--- src/rtl/fighter_pkg.sv ---
// fighter_pkg: shared state encodings, widths and meter arithmetic for the
// per-fighter controller.
package fighter_pkg;

    localparam int ACTION_W = 9;
    localparam int METER_W  = 8;

    localparam logic [7:0] ST_WALK   = 8'h01;
    localparam logic [7:0] ST_CROUCH = 8'h02;
    localparam logic [7:0] ST_SHIELD = 8'h04;
    localparam logic [7:0] ST_JUMP   = 8'h08;
    localparam logic [7:0] ST_PUNCH  = 8'h10;
    localparam logic [7:0] ST_STAND  = 8'h20;
    localparam logic [7:0] ST_STUN   = 8'h40;
    localparam logic [7:0] ST_KO     = 8'h80;

    typedef enum logic [7:0] {
        WALK   = ST_WALK,
        CROUCH = ST_CROUCH,
        SHIELD = ST_SHIELD,
        JUMP   = ST_JUMP,
        PUNCH  = ST_PUNCH,
        STAND  = ST_STAND,
        STUN   = ST_STUN,
        KO     = ST_KO
    } state_e;

    function automatic logic [METER_W-1:0] sat_sub(input logic [METER_W-1:0] a,
                                                   input logic [METER_W-1:0] b);
        return (a > b) ? a - b : '0;
    endfunction

endpackage

--- src/rtl/frame_timer.sv ---
// frame_timer: loadable down-counter stepped by frame ticks. done flags the
// final tick of an N-tick interval, half flags the first N/2 ticks.
module frame_timer #(
    parameter int N = 8,
    parameter int W = $clog2(N + 1)
) (
    input  logic         clk,
    input  logic         reset,
    input  logic         clear,
    input  logic         load,
    input  logic         tick,
    output logic [W-1:0] count,
    output logic         done,
    output logic         half
);

    logic [W-1:0] count_q;
    logic [W-1:0] count_d;

    always_comb begin
        count_d = count_q;
        if (clear) begin
            count_d = '0;
        end else if (load) begin
            count_d = W'(N);
        end else if (tick && (count_q != '0)) begin
            count_d = count_q - W'(1);
        end
    end

    always_ff @(posedge clk) begin
        if (reset) begin
            count_q <= '0;
        end else begin
            count_q <= count_d;
        end
    end

    assign count = count_q;
    assign done  = (count_q == W'(1));
    // Counts N..(N - N/2 + 1) are the first N/2 ticks after a load.
    assign half  = (count_q > W'(N - N / 2));

endmodule

--- src/rtl/fighter_ctrl.sv ---
// fighter_ctrl: per-fighter action FSM, X position, action timers and the
// health/shield meters, driven by debounced buttons and collision hits.
module fighter_ctrl
    import fighter_pkg::*;
#(
    parameter int POS_W           = 10,
    parameter int X_MIN           = 16,
    parameter int X_MAX           = 608,
    parameter int START_X         = 320,
    parameter bit START_LEFT      = 1'b0,
    parameter int WALK_STEP       = 2,
    parameter int JUMP_FR         = 60,
    parameter int PUNCH_FR        = 8,
    parameter int COOLDOWN_FR     = 15,
    parameter int STUN_FR         = 20,
    parameter int MAX_HP          = 100,
    parameter int SHIELD_REGEN_FR = 30
) (
    input  logic                clk,
    input  logic                reset,
    input  logic                frame_tick,
    input  logic                left_btn,
    input  logic                right_btn,
    input  logic                up_btn,
    input  logic                down_btn,
    input  logic                attack_btn,
    input  logic                shield_btn,
    input  logic                hit,
    input  logic [METER_W-1:0]  damage,
    output logic [POS_W-1:0]    x_pos,
    output logic [ACTION_W-1:0] action,
    output logic                attack_request,
    output logic                jump_rising,
    output logic [METER_W-1:0]  health,
    output logic [METER_W-1:0]  shield,
    output logic                ko
);

    localparam int JUMP_W  = $clog2(JUMP_FR + 1);
    localparam int PUNCH_W = $clog2(PUNCH_FR + 1);
    localparam int COOL_W  = $clog2(COOLDOWN_FR + 1);
    localparam int STUN_W  = $clog2(STUN_FR + 1);
    localparam int REGEN_W = $clog2(SHIELD_REGEN_FR + 1);

    localparam logic [POS_W-1:0]   X_LO       = POS_W'(X_MIN);
    localparam logic [POS_W-1:0]   X_HI       = POS_W'(X_MAX);
    localparam logic [POS_W-1:0]   STEP       = POS_W'(WALK_STEP);
    localparam logic [POS_W-1:0]   X_LO_LIMIT = POS_W'(X_MIN + WALK_STEP);
    localparam logic [POS_W-1:0]   X_HI_LIMIT = POS_W'(X_MAX - WALK_STEP);
    localparam logic [METER_W-1:0] MAX_V      = METER_W'(MAX_HP);
    localparam logic [REGEN_W-1:0] REGEN_LAST = REGEN_W'(SHIELD_REGEN_FR - 1);

    state_e               state_q, state_d, prio_state;
    logic                 facing_q, facing_d;
    logic [POS_W-1:0]     x_q, x_d;
    logic [METER_W-1:0]   health_q, health_d;
    logic [METER_W-1:0]   shield_q, shield_d;
    logic [REGEN_W-1:0]   regen_q, regen_d;
    logic                 attack_req_q, attack_req_d;

    logic                 jump_load, jump_clear, jump_done, jump_half;
    logic                 punch_load, punch_clear, punch_done;
    logic                 cool_load, cool_done, cool_ready;
    logic                 stun_load, stun_done;
    logic [COOL_W-1:0]    cool_count;
    logic [JUMP_W-1:0]    unused_jump_count;
    logic [PUNCH_W-1:0]   unused_punch_count;
    logic [STUN_W-1:0]    unused_stun_count;
    logic                 unused_punch_half, unused_cool_half, unused_stun_half;

    frame_timer #(.N(JUMP_FR), .W(JUMP_W)) u_jump_timer (
        .clk(clk), .reset(reset), .clear(jump_clear), .load(jump_load), .tick(frame_tick),
        .count(unused_jump_count), .done(jump_done), .half(jump_half)
    );

    frame_timer #(.N(PUNCH_FR), .W(PUNCH_W)) u_punch_timer (
        .clk(clk), .reset(reset), .clear(punch_clear), .load(punch_load), .tick(frame_tick),
        .count(unused_punch_count), .done(punch_done), .half(unused_punch_half)
    );

    frame_timer #(.N(COOLDOWN_FR), .W(COOL_W)) u_cool_timer (
        .clk(clk), .reset(reset), .clear(1'b0), .load(cool_load), .tick(frame_tick),
        .count(cool_count), .done(cool_done), .half(unused_cool_half)
    );

    frame_timer #(.N(STUN_FR), .W(STUN_W)) u_stun_timer (
        .clk(clk), .reset(reset), .clear(1'b0), .load(stun_load), .tick(frame_tick),
        .count(unused_stun_count), .done(stun_done), .half(unused_stun_half)
    );

    // Cooldown counts as expired on its final tick, so STAND lasts exactly COOLDOWN_FR ticks.
    assign cool_ready = (cool_count == '0) || cool_done;

    always_comb begin
        prio_state = STAND;
        if (down_btn) begin
            prio_state = CROUCH;
        end else if (shield_btn && (shield_q != '0)) begin
            prio_state = SHIELD;
        end else if (up_btn) begin
            prio_state = JUMP;
        end else if (attack_btn && cool_ready) begin
            prio_state = PUNCH;
        end else if (left_btn || right_btn) begin
            prio_state = WALK;
        end
    end

    always_comb begin
        state_d      = state_q;
        facing_d     = facing_q;
        x_d          = x_q;
        health_d     = health_q;
        shield_d     = shield_q;
        regen_d      = regen_q;
        attack_req_d = 1'b0;
        jump_load    = 1'b0;
        jump_clear   = 1'b0;
        punch_load   = 1'b0;
        punch_clear  = 1'b0;
        cool_load    = 1'b0;
        stun_load    = 1'b0;

        if (state_q != KO) begin
            if (hit) begin
                if (state_q == SHIELD) begin
                    shield_d = sat_sub(shield_q, damage);
                    health_d = sat_sub(health_q, (damage > shield_q) ? damage - shield_q : '0);
                end else begin
                    health_d = sat_sub(health_q, damage);
                end
                jump_clear  = 1'b1;
                punch_clear = 1'b1;
                if (health_d == '0) begin
                    state_d = KO;
                end else begin
                    state_d   = STUN;
                    stun_load = 1'b1;
                end
            end else if (frame_tick) begin
                case (state_q)
                    STUN:    if (stun_done)  state_d = STAND;
                    PUNCH:   if (punch_done) state_d = STAND;
                    JUMP:    if (jump_done)  state_d = prio_state;
                    default: begin
                        state_d = prio_state;
                        if (state_q != SHIELD) begin
                            if (right_btn) begin
                                facing_d = 1'b0;
                            end else if (left_btn) begin
                                facing_d = 1'b1;
                            end
                        end
                    end
                endcase

                // Airborne steering moves the fighter without turning it around.
                if ((state_d == WALK) || ((state_q == JUMP) && (state_d == JUMP))) begin
                    if (right_btn) begin
                        x_d = (x_q > X_HI_LIMIT) ? X_HI : x_q + STEP;
                    end else if (left_btn) begin
                        x_d = (x_q < X_LO_LIMIT) ? X_LO : x_q - STEP;
                    end
                end

                jump_load    = (state_d == JUMP) && ((state_q != JUMP) || jump_done);
                punch_load   = (state_d == PUNCH) && (state_q != PUNCH);
                attack_req_d = punch_load;
            end

            cool_load = (state_q == PUNCH) && (state_d != PUNCH);

            // Regen progress restarts whenever a tick is spent holding the shield up.
            if (frame_tick && (state_q == SHIELD)) begin
                regen_d = '0;
            end else if (frame_tick) begin
                if (regen_q >= REGEN_LAST) begin
                    regen_d = '0;
                    if (shield_q < MAX_V) begin
                        shield_d = shield_q + METER_W'(1);
                    end
                end else begin
                    regen_d = regen_q + REGEN_W'(1);
                end
            end
        end
    end

    always_ff @(posedge clk) begin
        if (reset) begin
            state_q      <= STAND;
            facing_q     <= START_LEFT;
            x_q          <= POS_W'(START_X);
            health_q     <= MAX_V;
            shield_q     <= MAX_V;
            regen_q      <= '0;
            attack_req_q <= 1'b0;
        end else begin
            state_q      <= state_d;
            facing_q     <= facing_d;
            x_q          <= x_d;
            health_q     <= health_d;
            shield_q     <= shield_d;
            regen_q      <= regen_d;
            attack_req_q <= attack_req_d;
        end
    end

    assign x_pos          = x_q;
    assign action         = {facing_q, state_q};
    assign attack_request = attack_req_q;
    assign jump_rising    = (state_q == JUMP) && jump_half;
    assign health         = health_q;
    assign shield         = shield_q;
    assign ko             = (state_q == KO);

endmodule

--- config.mk ---
export PLATFORM = sky130hd
export DESIGN_NAME = fighter_ctrl
export DESIGN_NICKNAME = d
export VERILOG_FILES = /design/src/rtl/fighter_pkg.sv /design/src/rtl/frame_timer.sv /design/src/rtl/fighter_ctrl.sv
export SDC_FILE = /design/constraint.sdc
export NUM_CORES = 1
export LEC_CHECK = 0
export BUFFER_PORTS_ARGS = -buffer_cell sky130_fd_sc_hd__buf_2
export CAP_MARGIN = 25
export CORE_MARGIN = 10
export CORE_UTILIZATION = 60
export DETAILED_ROUTE_END_ITERATION = 8
export HOLD_SLACK_MARGIN = 0.08
export PLACE_DENSITY = 0.91
export SYNTH_ARGS = -nofsm -noshare
export SYNTH_HDL_FRONTEND = slang
export SYNTH_HIERARCHICAL = 1
export SYNTH_SLANG_ARGS = --single-unit
--- constraint.sdc ---
create_clock -name clk -period 5.2 [get_ports clk]
set_clock_uncertainty 0.15 [all_clocks]
set_input_delay 0.52 -clock clk [delete_from_list [all_inputs] [get_ports clk]]
set_output_delay 0.52 -clock clk [all_outputs]
set_load 0.02 [all_outputs]
# Yosys cells after proc, flatten, opt, wreduce, memory -nomap -nowiden
# Cells that the tools add are included.
[classes] n_addsub=12 order_cmp=9 n_eq_ne=17 mux=58 n_bitwise=2 reduce_logical=38
[op_table] cell="$mux W8" count=23
[op_table] cell="$mux W6" count=7
[op_table] cell="$mux W10" count=4
[op_table] cell="$gt A8 B8 Y1" count=4
[op_table] cell="$sub A8 B8 Y8" count=4
[op_table] cell="$mux W5" count=5
[op_table] cell="$pmux W8 S3" count=1
[op_table] cell="$eq A8 B4 Y1 const B" count=2
[op_table] cell="$eq A8 B5 Y1 const B" count=2
[op_table] cell="$mux W4" count=4
[op_table] cell="$ne A8 B5 Y1 const B" count=2
[op_table] cell="$mux W1" count=14
[op_table] cell="$logic_and A1 B1 Y1" count=12
[op_table] cell="$reduce_bool A2 Y1" count=6
[op_table] cell="$add A10 B2 Y10 const B" count=1
[op_table] cell="$gt A10 B10 Y1 const B" count=1
[op_table] cell="$lt A10 B5 Y1 const B" count=1
[op_table] cell="$sub A10 B2 Y10 const B" count=1
[op_table] cell="$reduce_or A3 Y1" count=3
[op_table] cell="$add A8 B1 Y8 const B" count=1
[op_table] cell="$eq A4 B1 Y1 const B" count=2
[op_table] cell="$eq A8 B1 Y1 const B" count=1
[op_table] cell="$eq A8 B3 Y1 const B" count=1
[op_table] cell="$eq A8 B7 Y1 const B" count=1
[op_table] cell="other kinds (25)" count=33
[totals] reg_bits=60 output_inout_bits=38

# Longest topological paths before layout
# Gate-level depths: netlist of run 1.
[depth] ltp_word=19 ltp_mapped=21

# Hierarchy
# Netlist of run 1, hierarchy kept.
[modules_own_cells] mod="fighter_ctrl" instances=1 cells_each=579 area_each_um2=4320.4
[modules_own_cells] mod="frame_timer at u_jump_timer" instances=1 cells_each=43 area_each_um2=380.4
[modules_own_cells] mod="frame_timer at u_stun_timer" instances=1 cells_each=34 area_each_um2=316.6
[modules_own_cells] mod="frame_timer at u_punch_timer" instances=1 cells_each=29 area_each_um2=274.0
[modules_own_cells] mod="frame_timer at u_cool_timer" instances=1 cells_each=26 area_each_um2=250.2

# Worst setup path before layout of run 1
# No wires, ideal clock.
[synth_path] path_kind="input -> register" from="input port damage[4]" to="register u_stun_timer.count_q[0], in the netlist u_stun_timer/count[0]" setup_ps=58 arrival_ps=4305 required_ps=4992 slack_ps=686 cell_stages=19 n_path_buf=1 path_cell_list="inv_1 ha_1 clkbuf_1 nand4_1 o22ai_1 o22a_1 and2_1 ha_1 inv_1 fa_1 a211oi_1 or4_1 nand4_1 o41ai_1 o211a_1 a21oi_1 or3_1 a211oi_2 a31o_1"
[synth_via] elab_chain_len=12
[synth_rtl] element="start: declaration" line_no="fighter_ctrl.sv:29" source="input logic [METER_W-1:0] damage,"
[synth_rtl] element="$sub A8 B8 Y8 / $gt A8 B8 Y1 (equally long branches)" line_no="fighter_ctrl.sv:128" source="health_d = sat_sub(health_q, (damage > shield_q) ? damage - shield_q : '0);"
[synth_rtl] element="$mux W8" line_no="fighter_ctrl.sv:128"
[synth_rtl] element="$sub A8 B8 Y8 / $gt A8 B8 Y1 (equally long branches)" line_no="fighter_pkg.sv:30" source="return (a > b) ? a - b : '0;"
[synth_rtl] element="$mux W8" line_no="fighter_pkg.sv:30"
[synth_rtl] element="$mux W8 *" line_no="fighter_ctrl.sv:126" source="if (state_q == SHIELD) begin"
[synth_rtl] element="$mux W8 *" line_no="fighter_ctrl.sv:125" source="if (hit) begin"
[synth_rtl] element="$mux W8 *" line_no="fighter_ctrl.sv:124" source="if (state_q != KO) begin"
[synth_rtl] element="$logic_not A8 Y1 *" line_no="fighter_ctrl.sv:134" source="if (health_d == '0) begin"
[synth_rtl] element="$mux W1 *" line_no="fighter_ctrl.sv:134"
[synth_rtl] element="$mux W1 *" line_no="fighter_ctrl.sv:125"
[synth_rtl] element="$mux W1 *" line_no="fighter_ctrl.sv:124"
[synth_rtl] element="net stun_load" line_no="fighter_ctrl.sv:64" source="logic stun_load, stun_done;"
[synth_rtl] element="$reduce_or A2 Y1 (no source line) *"
[synth_rtl] element="end signal: assignment" line_no="frame_timer.sv:35" source="count_q <= count_d;"
[synth_rtl] element="end: declaration" line_no="frame_timer.sv:17" source="logic [W-1:0] count_q;"
# The timed path passes the listed nets; every way through them passes the cells marked *. The select of a mux whose other input is x is not followed.
# A chain may end at the register's enable or synchronous reset.

# Worst setup path in the final report of run 1
[layout_path] from="register shield_q[1], in the netlist shield[1]" to="register u_stun_timer.count_q[0], in the netlist u_stun_timer/count[0]"
[layout_via] elab_chain_len=12
[layout_rtl] element="start: declaration" line_no="fighter_ctrl.sv:57" source="logic [METER_W-1:0] shield_q, shield_d;"
[layout_rtl] element="start signal: assignment" line_no="fighter_ctrl.sv:203" source="shield_q <= shield_d;"
[layout_rtl] element="$sub A8 B8 Y8 / $gt A8 B8 Y1 (equally long branches)" line_no="fighter_ctrl.sv:128"
[layout_rtl] element="$mux W8 *" line_no="fighter_ctrl.sv:128"
[layout_rtl] element="$sub A8 B8 Y8 / $gt A8 B8 Y1 (equally long branches)" line_no="fighter_pkg.sv:30"
[layout_rtl] element="$mux W8 *" line_no="fighter_pkg.sv:30"
[layout_rtl] element="$mux W8 *" line_no="fighter_ctrl.sv:126"
[layout_rtl] element="$mux W8 *" line_no="fighter_ctrl.sv:125"
[layout_rtl] element="$mux W8 *" line_no="fighter_ctrl.sv:124"
[layout_rtl] element="$logic_not A8 Y1 *" line_no="fighter_ctrl.sv:134"
[layout_rtl] element="$mux W1 *" line_no="fighter_ctrl.sv:134"
[layout_rtl] element="$mux W1 *" line_no="fighter_ctrl.sv:125"
[layout_rtl] element="$mux W1 *" line_no="fighter_ctrl.sv:124"
[layout_rtl] element="net stun_load" line_no="fighter_ctrl.sv:64"
[layout_rtl] element="$reduce_or A2 Y1 (no source line) *"
# Marked as above.

==> results of run 1 <==
## power by group through the flow
stage	registers, mW	clock network (mW)	logic (mW)
detailed placement	0.514	0	0.455
global placement	0.512	0	0.449
finish	0.505	0.367	0.469
global route	0.508	0.390	0.516
floorplan	0.513	0	0.335
CTS	0.504	0.370	0.459
## what timing repair did
item                                    in CTS  in global routing
endpoints found under the setup margin       0                  1
endpoints found under the hold margin        0                  0
gates resized for setup                      0                  2
## per-stage QoR
step	cell area (um2)	total power, mW	hold slack [ns]	utilization, %	setup WS (ns)
final	6060	1.34	0.358	68.8	0.394
after global routing	6060	1.41	0.383	68.8	0.127
after CTS	6060	1.33	0.357	68.8	0.286
after detailed placement	5890	0.969	0.340	66.9	0.205
after global placement	5890	0.961	0.327	66.9	0.309
after floorplan	5510	0.848	0.313	-	0.686
## worst max-delay path: stages (launching register included)
cell and delay, ns:
dfxtp_2 0.44, inv_1 0.15, fa_1 0.45, a21o_1 0.19
a21oi_1 0.27, o22ai_1 0.14, o22a_1 0.29, and2_1 0.21
ha_1 0.19, inv_1 0.07, fa_1 0.23, a211oi_2 0.10
o211ai_1 0.18, nand4_1 0.15, o41ai_1 0.36, o211a_1 0.25
a21oi_1 0.11, or3_1 0.49, a211oi_2 0.22, a31o_1 0.12
## sequential cells by signal (all words and copies together) (netlist names)
register	count
x_pos	9
state_q	8
facing_q	1
shield	8
u_cool_timer/count	4
regen_q	5
u_jump_timer/count	6
attack_request	1
health	8
u_punch_timer/count	4
u_stun_timer/count	5
## routing by layer
layer | vias up | global-route usage, % | share of wire (%)
li1 | 2734 | - | -
met1 | 2737 | 30.3 | 44
met2 | 273 | 38.9 | 46
met3 | 37 | 6.30 | 8.5
met4 | 0 | 6.26 | 1.7
met5 | - | 0 | 0
## cells in the final DEF, fill, tap and decap left out, types with 5 or more instances in the layout
cell,instances
nor2_1,66
dfxtp_1,58
buf_2,54
inv_1,52
a21oi_1,52
nand2_1,49
ha_1,49
nor3_1,27
o21ai_0,27
nand3_1,19
a211oi_1,15
nand2b_1,14
nand4_1,13
or3_1,13
a21o_1,12
xnor2_1,12
o21a_1,12
clkbuf_8,11
buf_4,10
and3_1,9
nor4_1,7
nor2b_1,7
o31a_1,7
o211ai_1,7
a221oi_1,7
and2_1,6
xor2_1,6
nor3b_1,6
or2_2,6
nand3b_1,5
a211o_1,5
o41ai_1,5
nor4b_1,5
conb_1,5
## worst paths after layout
kind | end | slack (ns) | cells after the start
worst max-delay path | u_stun_timer/count[0]$_SDFFE_PP0P_ | 0.39 | 19
worst min-delay path | regen_q[4]$_SDFFE_PP0P_ | 0.36 | 2
worst max register to register | u_stun_timer/count[0]$_SDFFE_PP0P_ | 0.39 | 19
worst min register to register | regen_q[4]$_SDFFE_PP0P_ | 0.36 | 2
## cell type report
| class | instances | area (um2) | share of cell area [%] |
|---|---|---|---|
| clock buffers | 11 | 151 | 2.50 |
| clock inverters | 3 | 15.0 | 0.248 |
| inverters | 54 | 203 | 3.34 |
| multi-input cells | 571 | 4030 | 66.5 |
| flip-flops and latches | 59 | 1180 | 19.5 |
| well taps | 108 | 135 | 2.23 |
| repair buffers | 64 | 345 | 5.70 |
==> results_tabular.tex, run 1 <==
\begin{tabular}{lr}
\hline
Metric & Value \\
\hline
\multicolumn{2}{l}{\textbf{Critical path}} \\
Critical Path Start & shield[1]\$\_SDFFE\_PP0N\_ \\
Worst setup path category & flip-flop to flip-flop \\
Launch point of the worst reg-to-reg path & shield[1]\$\_SDFFE\_PP0N\_ \\
Data arrival time of the worst path & 4.94 ns \\
Crit start category & flip-flop \\
Largest fanout on the critical path & 8 \\
Worst endpoint required time & 5.33 ns \\
Critical path endpoint category & flip-flop \\
\multicolumn{2}{l}{\textbf{Power}} \\
Switching part of the total & 37.0\% \\
Switch Pwr & 0.496 mW \\
Sequential share of power & 37.7\% \\
Part of the power in the clock network & 27.3\% \\
Static leakage power & 2.51 nW \\
Total internal power & 0.845 mW \\
Maximum ir drop on the vdd rail & 0.000157 V \\
Areal power density over the cells & 221 nW/um2 \\
Fraction of power consumed by combinational cells & 35.0\% \\
\multicolumn{2}{l}{\textbf{Min path}} \\
Startpoint of the worst hold path & regen\_q[4]\$\_SDFFE\_PP0P\_ \\
Path class of the lowest-slack min-delay path & flip-flop to flip-flop \\
\multicolumn{2}{l}{\textbf{Floorplanning}} \\
Core area & 8810 um2 \\
Count of standard-cell rows & 34 \\
Horizontal die dimension & 116 um \\
Die height & 116 um \\
Initial core utilization & 62.4\% \\
Top-level I/O count & 56 \\
Die Outline Area & 13400 um2 \\
\multicolumn{2}{l}{\textbf{Route}} \\
Remaining routing DRC violations & 0 \\
Detailed Routing Iterations Pass 1 & 5 \\
Total Wirelength & 16300 um \\
Vias per cell & 6.64 \\
Detail-routed net length per standard cell & 18.7 um \\
Post-route ant nets & 0 \\
Vias post-DR & 5781 \\
Number of violations reported at the end of detailed-routing iteration 0 & 479 \\
\multicolumn{2}{l}{\textbf{Timing}} \\
Post-Route Setup TNS & 0 ns \\
Period minus WS final & 4.81 ns \\
Slew Limit Headroom & 44.9\% \\
Pins over their slew limit & 0 \\
Post-route fraction of the period consumed by the critical path & 92.4\% \\
Setup violators final & 0 \\
Least-Margin Pin Slew & 0.819 ns \\
Unrepaired setup endpoints after global routing & no \\
Achievable Freq & 208 MHz \\
Final-report hold violation count & 0 \\
\multicolumn{2}{l}{\textbf{Clock network}} \\
Clk Tree Root Cell & clkbuf\_8 \\
Number of setup buffers added after CTS & 0 \\
Number of buffers between clock root and the deepest sink & 2 \\
Clock-pin slew reported for the worst setup and hold paths after clock tree synthesis & 0.07 ns \\
TritonCTS clock tree & yes \\
Later-pin clock latency in the skew report & 0.33 ns \\
Deepest level of the CTS H-tree & 3 \\
Clock sink count & 59 \\
Number of buffers added by the clock tree synthesis step & 9 \\
Hold buffers post-CTS & 0 \\
\multicolumn{2}{l}{\textbf{Finish}} \\
Fraction of final layout cells sized beyond drive strength 1 & 14.4\% \\
Layout overhead on the synthesized area & 10.3\% \\
Fillers & 724 \\
Finished Layout Cells & 870 \\
Ant. Diodes & 0 \\
Total number of nets in the final design & 830 \\
\multicolumn{2}{l}{\textbf{Placement}} \\
RePlAce Congestion & 1.03 \\
Dpl cells & 856 \\
DP Wirelength & 12600 um \\
Number of buffers inserted by port buffering & 54 \\
\multicolumn{2}{l}{\textbf{Global routing}} \\
Number of global-route vias before repair & 5519 \\
Global-route congestion overflow total & 0 \\
Maximum number of pins on one net before global-route repair & 38 \\
GR Util All Layers & 23.8\% \\
First-pass GRT wire length & 26300 um \\
Antenna violations before repair & 0 \\
\multicolumn{2}{l}{\textbf{Yosys}} \\
Post-synthesis average cell area & 7.80 um2 \\
Number of cells produced by synthesis & 705 \\
Synthesized area & 5500 um2 \\
Yosys Warn Count & 6 \\
\multicolumn{2}{l}{\textbf{Run}} \\
Number of max-capacitance violations reported & 0 \\
\multicolumn{2}{l}{\textbf{Outcome}} \\
Run status & finished clean \\
\hline
\end{tabular}
Note: power is estimated with default switching activity, not from simulation.
==> run 2, diff against run 1 <==
==> constraint.sdc (replaced) <==
create_clock -name clk -period 5 [get_ports clk]
set_clock_uncertainty 0.15 [all_clocks]
set_input_delay 0.5 -clock clk [delete_from_list [all_inputs] [get_ports clk]]
set_output_delay 0.5 -clock clk [all_outputs]
set_load 0.02 [all_outputs]
==> results_tabular.tex, run 2 (synthesis gave the netlist of run 1 again) <==
\begin{tabular}{lr}
\hline
Metric & Value \\
\hline
\multicolumn{2}{l}{\textbf{Critical path}} \\
Critical path endpoint & u\_stun\_timer/count[0]\$\_SDFFE\_PP0P\_ \\
Crit start category & flip-flop \\
Launch point of the worst reg-to-reg path & shield[0]\$\_SDFFE\_PP0N\_ \\
Slowest stage cell, crit path & or3\_1 \\
Critical path endpoint category & flip-flop \\
Critical Path Start & shield[0]\$\_SDFFE\_PP0N\_ \\
Largest fanout on the critical path & 8 \\
CP cell instances & ha\_1 > inv\_1 > fa\_1 > a21o\_1 > a21oi\_2 > o22ai\_1 > o22a\_1 > and2\_1 > ha\_1 > inv\_1 > fa\_1 > nor2\_1 > o21ai\_0 > o41ai\_2 > o211a\_1 > a21oi\_1 > or3\_1 > a211oi\_2 > a31o\_1 \\
Worst setup path category & flip-flop to flip-flop \\
Capturing point of the worst reg2reg path & u\_stun\_timer/count[0]\$\_SDFFE\_PP0P\_ \\
Worst endpoint required time & 5.14 ns \\
Reg-to-reg setup timing slack & 0.26 ns \\
Worst r2r path cells & 19 \\
Data arrival time of the worst path & 4.88 ns \\
Delay of the slowest cell on the worst path & 0.47 ns \\
\multicolumn{2}{l}{\textbf{Floorplanning}} \\
Core area & 8810 um2 \\
Top-level I/O count & 56 \\
Count of standard-cell rows & 34 \\
Die Outline Area & 13400 um2 \\
Die height & 116 um \\
Horizontal die dimension & 116 um \\
Initial core utilization & 62.4\% \\
\multicolumn{2}{l}{\textbf{Route}} \\
Detail-routed net length per standard cell & 18.8 um \\
Number of violations reported at the end of detailed-routing iteration 0 & 687 \\
Remaining routing DRC violations & 0 \\
Vias per cell & 6.73 \\
Vias post-DR & 5873 \\
Total Wirelength & 16400 um \\
Post-route ant nets & 0 \\
Detailed Routing Iterations Pass 1 & 5 \\
\multicolumn{2}{l}{\textbf{Finish}} \\
Leading cell types in the layout, fill and taps excluded & nor2\_1, dfxtp\_1, buf\_2, inv\_1, a21oi\_1 \\
Ant. Diodes & 0 \\
Fillers & 723 \\
Finished Layout Cells & 873 \\
Fraction of final layout cells sized beyond drive strength 1 & 14.9\% \\
Leading cell type in the layout, fill and taps excluded & nor2\_1 \\
Max FFs per register & 9 \\
Layout overhead on the synthesized area & 11.7\% \\
Total number of nets in the final design & 831 \\
\multicolumn{2}{l}{\textbf{Global routing}} \\
GR Util All Layers & 24.2\% \\
Global-route congestion overflow total & 0 \\
First-pass GRT wire length & 26900 um \\
Number of global-route vias before repair & 5587 \\
Antenna violations before repair & 0 \\
Maximum number of pins on one net before global-route repair & 38 \\
\multicolumn{2}{l}{\textbf{Run}} \\
Number of max-capacitance violations reported & 0 \\
\multicolumn{2}{l}{\textbf{Timing}} \\
Final-report hold violation count & 0 \\
Setup violators final & 0 \\
Post-route fraction of the period consumed by the critical path & 94.7\% \\
Period minus WS final & 4.74 ns \\
Unrepaired setup endpoints after global routing & no \\
Least-Margin Pin Slew & 0.876 ns \\
Slew Limit Headroom & 41.1\% \\
Achievable Freq & 211 MHz \\
Pins over their slew limit & 0 \\
\multicolumn{2}{l}{\textbf{Min path}} \\
Path class of the lowest-slack min-delay path & primary input to flip-flop \\
\multicolumn{2}{l}{\textbf{Clock network}} \\
Number of setup buffers added after CTS & 0 \\
Number of buffers between clock root and the deepest sink & 2 \\
Later-pin clock latency in the skew report & 0.35 ns \\
Deepest level of the CTS H-tree & 3 \\
TritonCTS clock tree & yes \\
Clock-pin slew reported for the worst setup and hold paths after clock tree synthesis & 0.07 ns \\
Clock sink count & 59 \\
Number of buffers added by the clock tree synthesis step & 9 \\
Clk Tree Root Cell & clkbuf\_8 \\
\multicolumn{2}{l}{\textbf{Power}} \\
Maximum ir drop on the vdd rail & 0.000168 V \\
Power, Total & 1.53 mW \\
Areal power density over the cells & 250 nW/um2 \\
Static leakage power & 2.53 nW \\
\multicolumn{2}{l}{\textbf{Outcome}} \\
Run status & finished clean \\
\multicolumn{2}{l}{\textbf{Placement}} \\
Dpl cells & 857 \\
DP Wirelength & 12400 um \\
Number of buffers inserted by port buffering & 54 \\
RePlAce Congestion & 0.990 \\
\hline
\end{tabular}
-- run 2: stage by stage --
stage | setup TNS [ns] | utilization (%) | setup WS (ns) | area (um2) | hold WS (ns)
final | 0 | 69.7 | 0.265 | 6140 | 0.347
after global routing | 0 | 69.7 | 0.0468 | 6140 | 0.389
after CTS | 0 | 69.6 | 0.0497 | 6120 | 0.342
after detailed placement | -0.107 | 67.0 | -0.107 | 5900 | 0.349
after global placement | 0 | 67.0 | 0.169 | 5900 | 0.324
after floorplan | 0 | - | 0.503 | 5510 | 0.313
-- run 2: per-layer routing --
layer	global-route usage, %	up-vias	wire (um)
li1	-	2750	-
met1	31.6	2744	6860
met2	39.7	337	7670
met3	4.39	42	1600
met4	7.51	0	306
met5	0	-	0
-- run 2: final cells by class --
class / instances / area [um2] / share of cell area, %
flip-flops and latches: 59 / 1180 / 19.3
repair buffers: 65 / 353 / 5.75
well taps: 108 / 135 / 2.20
inverters: 54 / 203 / 3.30
clock buffers: 12 / 155 / 2.53
multi-input cells: 571 / 4040 / 65.8
clock inverters: 4 / 72.6 / 1.18
-- run 2: power by group --
part | switching, mW | total (mW) | internal (mW)
Sequential | 0.0340 | 0.523 | 0.489
Combinational | 0.306 | 0.499 | 0.193
Clock | 0.204 | 0.511 | 0.307
-- run 2: worst min path at each step --
stage                                   end                     from  cells past startpoint
global placement    regen_q[4]$_SDFFE_PP0P_  regen_q[4]$_SDFFE_PP0P_                      2
global route          facing_q$_SDFFE_PP0P_                right_btn                      2
finish                facing_q$_SDFFE_PP0P_                 left_btn                      3
floorplan           regen_q[4]$_SDFFE_PP0P_  regen_q[4]$_SDFFE_PP0P_                      2
CTS                   facing_q$_SDFFE_PP0P_                right_btn                      2
detailed placement  regen_q[1]$_SDFFE_PP0P_  regen_q[1]$_SDFFE_PP0P_                      2
-- run 2: repair_timing --
| item | in CTS | in global routing |
|---|---|---|
| gates resized for setup | 0 | 5 |
| hold buffers | 0 | 0 |
| endpoints found under the setup margin | 0 | 3 |
-- run 2: critical path, delay by kind of cell (launching register included) --
kind	cells	cell delay, ns
compound gates	10	1.99
fa+ha+maj	4	1.21
simple gates	3	0.80
flops	1	0.40
buf+inv	2	0.13
==> run 3, diff against run 2 <==
--- a/config.mk
+++ b/config.mk
@@ -8,10 +8,10 @@
 export BUFFER_PORTS_ARGS = -buffer_cell sky130_fd_sc_hd__buf_2
 export CAP_MARGIN = 25
 export CORE_MARGIN = 10
-export CORE_UTILIZATION = 60
+export CORE_UTILIZATION = 55
 export DETAILED_ROUTE_END_ITERATION = 8
 export HOLD_SLACK_MARGIN = 0.08
-export PLACE_DENSITY = 0.91
+export PLACE_DENSITY = 0.88
 export SYNTH_ARGS = -nofsm -noshare
 export SYNTH_HDL_FRONTEND = slang
 export SYNTH_HIERARCHICAL = 1
==> constraint.sdc (replaced) <==
create_clock -name clk -period 3.98 [get_ports clk]
set_clock_uncertainty 0.15 [all_clocks]
set_input_delay 0.398 -clock clk [delete_from_list [all_inputs] [get_ports clk]]
set_output_delay 0.398 -clock clk [all_outputs]
set_load 0.02 [all_outputs]
==> results_tabular.tex, run 3 (synthesis gave the netlist of run 1 again) <==
\begin{tabular}{lr}
\hline
Metric & Value \\
\hline
\multicolumn{2}{l}{\textbf{Power}} \\
Switch Pwr & 0.764 mW \\
Power, Total & 2.10 mW \\
Part of the power in the clock network & 30.2\% \\
Static leakage power & 2.90 nW \\
Sequential share of power & 31.4\% \\
Total internal power & 1.34 mW \\
Maximum ir drop on the vdd rail & 0.000211 V \\
Switching part of the total & 36.3\% \\
Areal power density over the cells & 305 nW/um2 \\
Fraction of power consumed by combinational cells & 38.4\% \\
\multicolumn{2}{l}{\textbf{Clock network}} \\
Hold buffers post-CTS & 0 \\
Clock sink count & 59 \\
Clock-pin slew reported for the worst setup and hold paths after clock tree synthesis & 0.08 ns \\
Number of buffers between clock root and the deepest sink & 2 \\
Deepest level of the CTS H-tree & 3 \\
Clk Tree Root Cell & clkbuf\_8 \\
TritonCTS clock tree & yes \\
Later-pin clock latency in the skew report & 0.35 ns \\
Number of buffers added by the clock tree synthesis step & 9 \\
\multicolumn{2}{l}{\textbf{Global routing}} \\
Routing usage on met1 & 30.8\% \\
First-pass GRT wire length & 28800 um \\
Maximum number of pins on one net before global-route repair & 38 \\
Met2 Use GR & 38.3\% \\
Global-route congestion overflow total & 0 \\
Antenna violations before repair & 0 \\
Number of global-route vias before repair & 5887 \\
Global-route layer with the greatest usage & met2 \\
GR Util All Layers & 23.8\% \\
GRT met3 Usage & 4.45\% \\
\multicolumn{2}{l}{\textbf{Critical path}} \\
Crit start category & flip-flop \\
Data arrival time of the worst path & 4.25 ns \\
Largest fanout on the critical path & 4 \\
Critical path endpoint category & flip-flop \\
Worst endpoint required time & 4.13 ns \\
Worst setup path category & flip-flop to flip-flop \\
\multicolumn{2}{l}{\textbf{Floorplanning}} \\
Die Outline Area & 14400 um2 \\
Count of standard-cell rows & 36 \\
Die height & 120 um \\
Core area & 9770 um2 \\
Top-level I/O count & 56 \\
Initial core utilization & 56.2\% \\
Horizontal die dimension & 120 um \\
\multicolumn{2}{l}{\textbf{Placement}} \\
DP Wirelength & 13700 um \\
RePlAce Congestion & 1.01 \\
Dpl cells & 950 \\
Number of buffers inserted by port buffering & 54 \\
\multicolumn{2}{l}{\textbf{Route}} \\
Total Wirelength & 17900 um \\
Number of violations reported at the end of detailed-routing iteration 0 & 674 \\
Post-route ant nets & 0 \\
Detail-routed net length per standard cell & 18.5 um \\
Detailed Routing Iterations Pass 1 & 6 \\
Vias post-DR & 6067 \\
Vias per cell & 6.25 \\
Remaining routing DRC violations & 0 \\
\multicolumn{2}{l}{\textbf{Finish}} \\
Seq. cell area & 1190 um2 \\
Max FFs per register & 9 \\
Fraction of final layout cells sized beyond drive strength 1 & 25.9\% \\
Total number of nets in the final design & 903 \\
Finished Layout Cells & 970 \\
Ant. Diodes & 0 \\
Leading cell type in the layout, fill and taps excluded & buf\_4 \\
Layout overhead on the synthesized area & 25.3\% \\
Area used by multi-input combinational logic & 4200 um2 \\
Fillers & 797 \\
Leading cell types in the layout, fill and taps excluded & buf\_4, nor2\_1, dfxtp\_1, buf\_2 \\
\multicolumn{2}{l}{\textbf{Timing}} \\
Achievable Freq & 244 MHz \\
Setup violators final & 3 \\
Slew Limit Headroom & 40.6\% \\
Final critical-path setup slack & -0.119 ns \\
Final-report hold violation count & 0 \\
Post-route fraction of the period consumed by the critical path & 103\% \\
Unrepaired setup endpoints after global routing & yes \\
Pins over their slew limit & 0 \\
Least-Margin Pin Slew & 0.882 ns \\
Period minus WS final & 4.10 ns \\
\multicolumn{2}{l}{\textbf{Min path}} \\
Path class of the lowest-slack min-delay path & primary input to flip-flop \\
\multicolumn{2}{l}{\textbf{Outcome}} \\
Run status & complete, but fails checks \\
Violated checks & negative setup slack \\
\multicolumn{2}{l}{\textbf{Run}} \\
Number of max-capacitance violations reported & 0 \\
\hline
\end{tabular}
## run 3: power by group through the flow
stage | combinational, mW | sequential, mW | clock, mW
floorplan | 0.457 | 0.670 | 0
global placement | 0.711 | 0.666 | 0
detailed placement | 0.726 | 0.670 | 0
CTS | 0.778 | 0.657 | 0.640
global route | 0.872 | 0.663 | 0.663
finish | 0.808 | 0.660 | 0.636
## run 3: per-layer routing
| layer | vias to the layer above | part of all wire, % |
|---|---|---|
| li1 | 2875 | - |
| met1 | 2856 | 43 |
| met2 | 283 | 47 |
| met3 | 53 | 7.2 |
| met4 | 0 | 2.7 |
| met5 | - | 0 |
## run 3: metrics by stage
step	setup slack, ns	area [um2]	util (%)	hold slack (ns)	setup TNS (ns)
2_1_floorplan	-0.00317	5630	-	0.313	-0.00317
3_3_place_gp	-0.231	6530	66.8	0.331	-0.593
3_5_place_dp	-0.398	6530	66.8	0.338	-1.39
4_1_cts	-0.0603	6850	70.1	0.251	-0.0603
5_1_grt	-0.312	6890	70.5	0.257	-1.28
6_report	-0.119	6890	70.5	0.252	-0.199
## run 3: area by class of cell
cell class,count,share of cell area [%]
multi-input combinational,571,61.0
sequential,59,17.3
clock buffer,9,1.80
inverter,54,3.05
clock inverter,7,1.45
timing repair buffer,137,13.0
tap,133,2.42
## run 3: timing repair
item                                    in CTS  in global routing
endpoints found under the setup margin       3                  7
pin swaps                                    6                  5
buffers inserted                             2                  2
gates resized for setup                     16                  5
## run 3: final timing paths
kind	endpoint	depth (start not counted)	start	slack, ns
worst max-delay path	u_stun_timer/count[0]$_SDFFE_PP0P_	20	shield[0]$_SDFFE_PP0N_	-0.12
worst min-delay path	state_q[1]$_SDFFE_PP0N_	3	down_btn	0.25
worst max register to register	u_stun_timer/count[0]$_SDFFE_PP0P_	20	shield[0]$_SDFFE_PP0N_	-0.12
worst min register to register	regen_q[4]$_SDFFE_PP0P_	2	regen_q[4]$_SDFFE_PP0P_	0.36
## run 3: worst max-delay path: stages (launching register included)
cell      delay [ns]
dfxtp_4         0.38
ha_4            0.14
inv_2           0.04
fa_2            0.38
a21o_1          0.17
a21oi_2         0.15
buf_4           0.13
o21bai_1        0.06
a21oi_1         0.18
xnor2_1         0.14
nand2_1         0.10
ha_4            0.29
and3b_1         0.18
a21oi_2         0.09
nand4_1         0.17
o41ai_2         0.33
o211a_1         0.24
a21oi_2         0.07
or3_4           0.37
a211oi_2        0.17
a31o_1          0.12
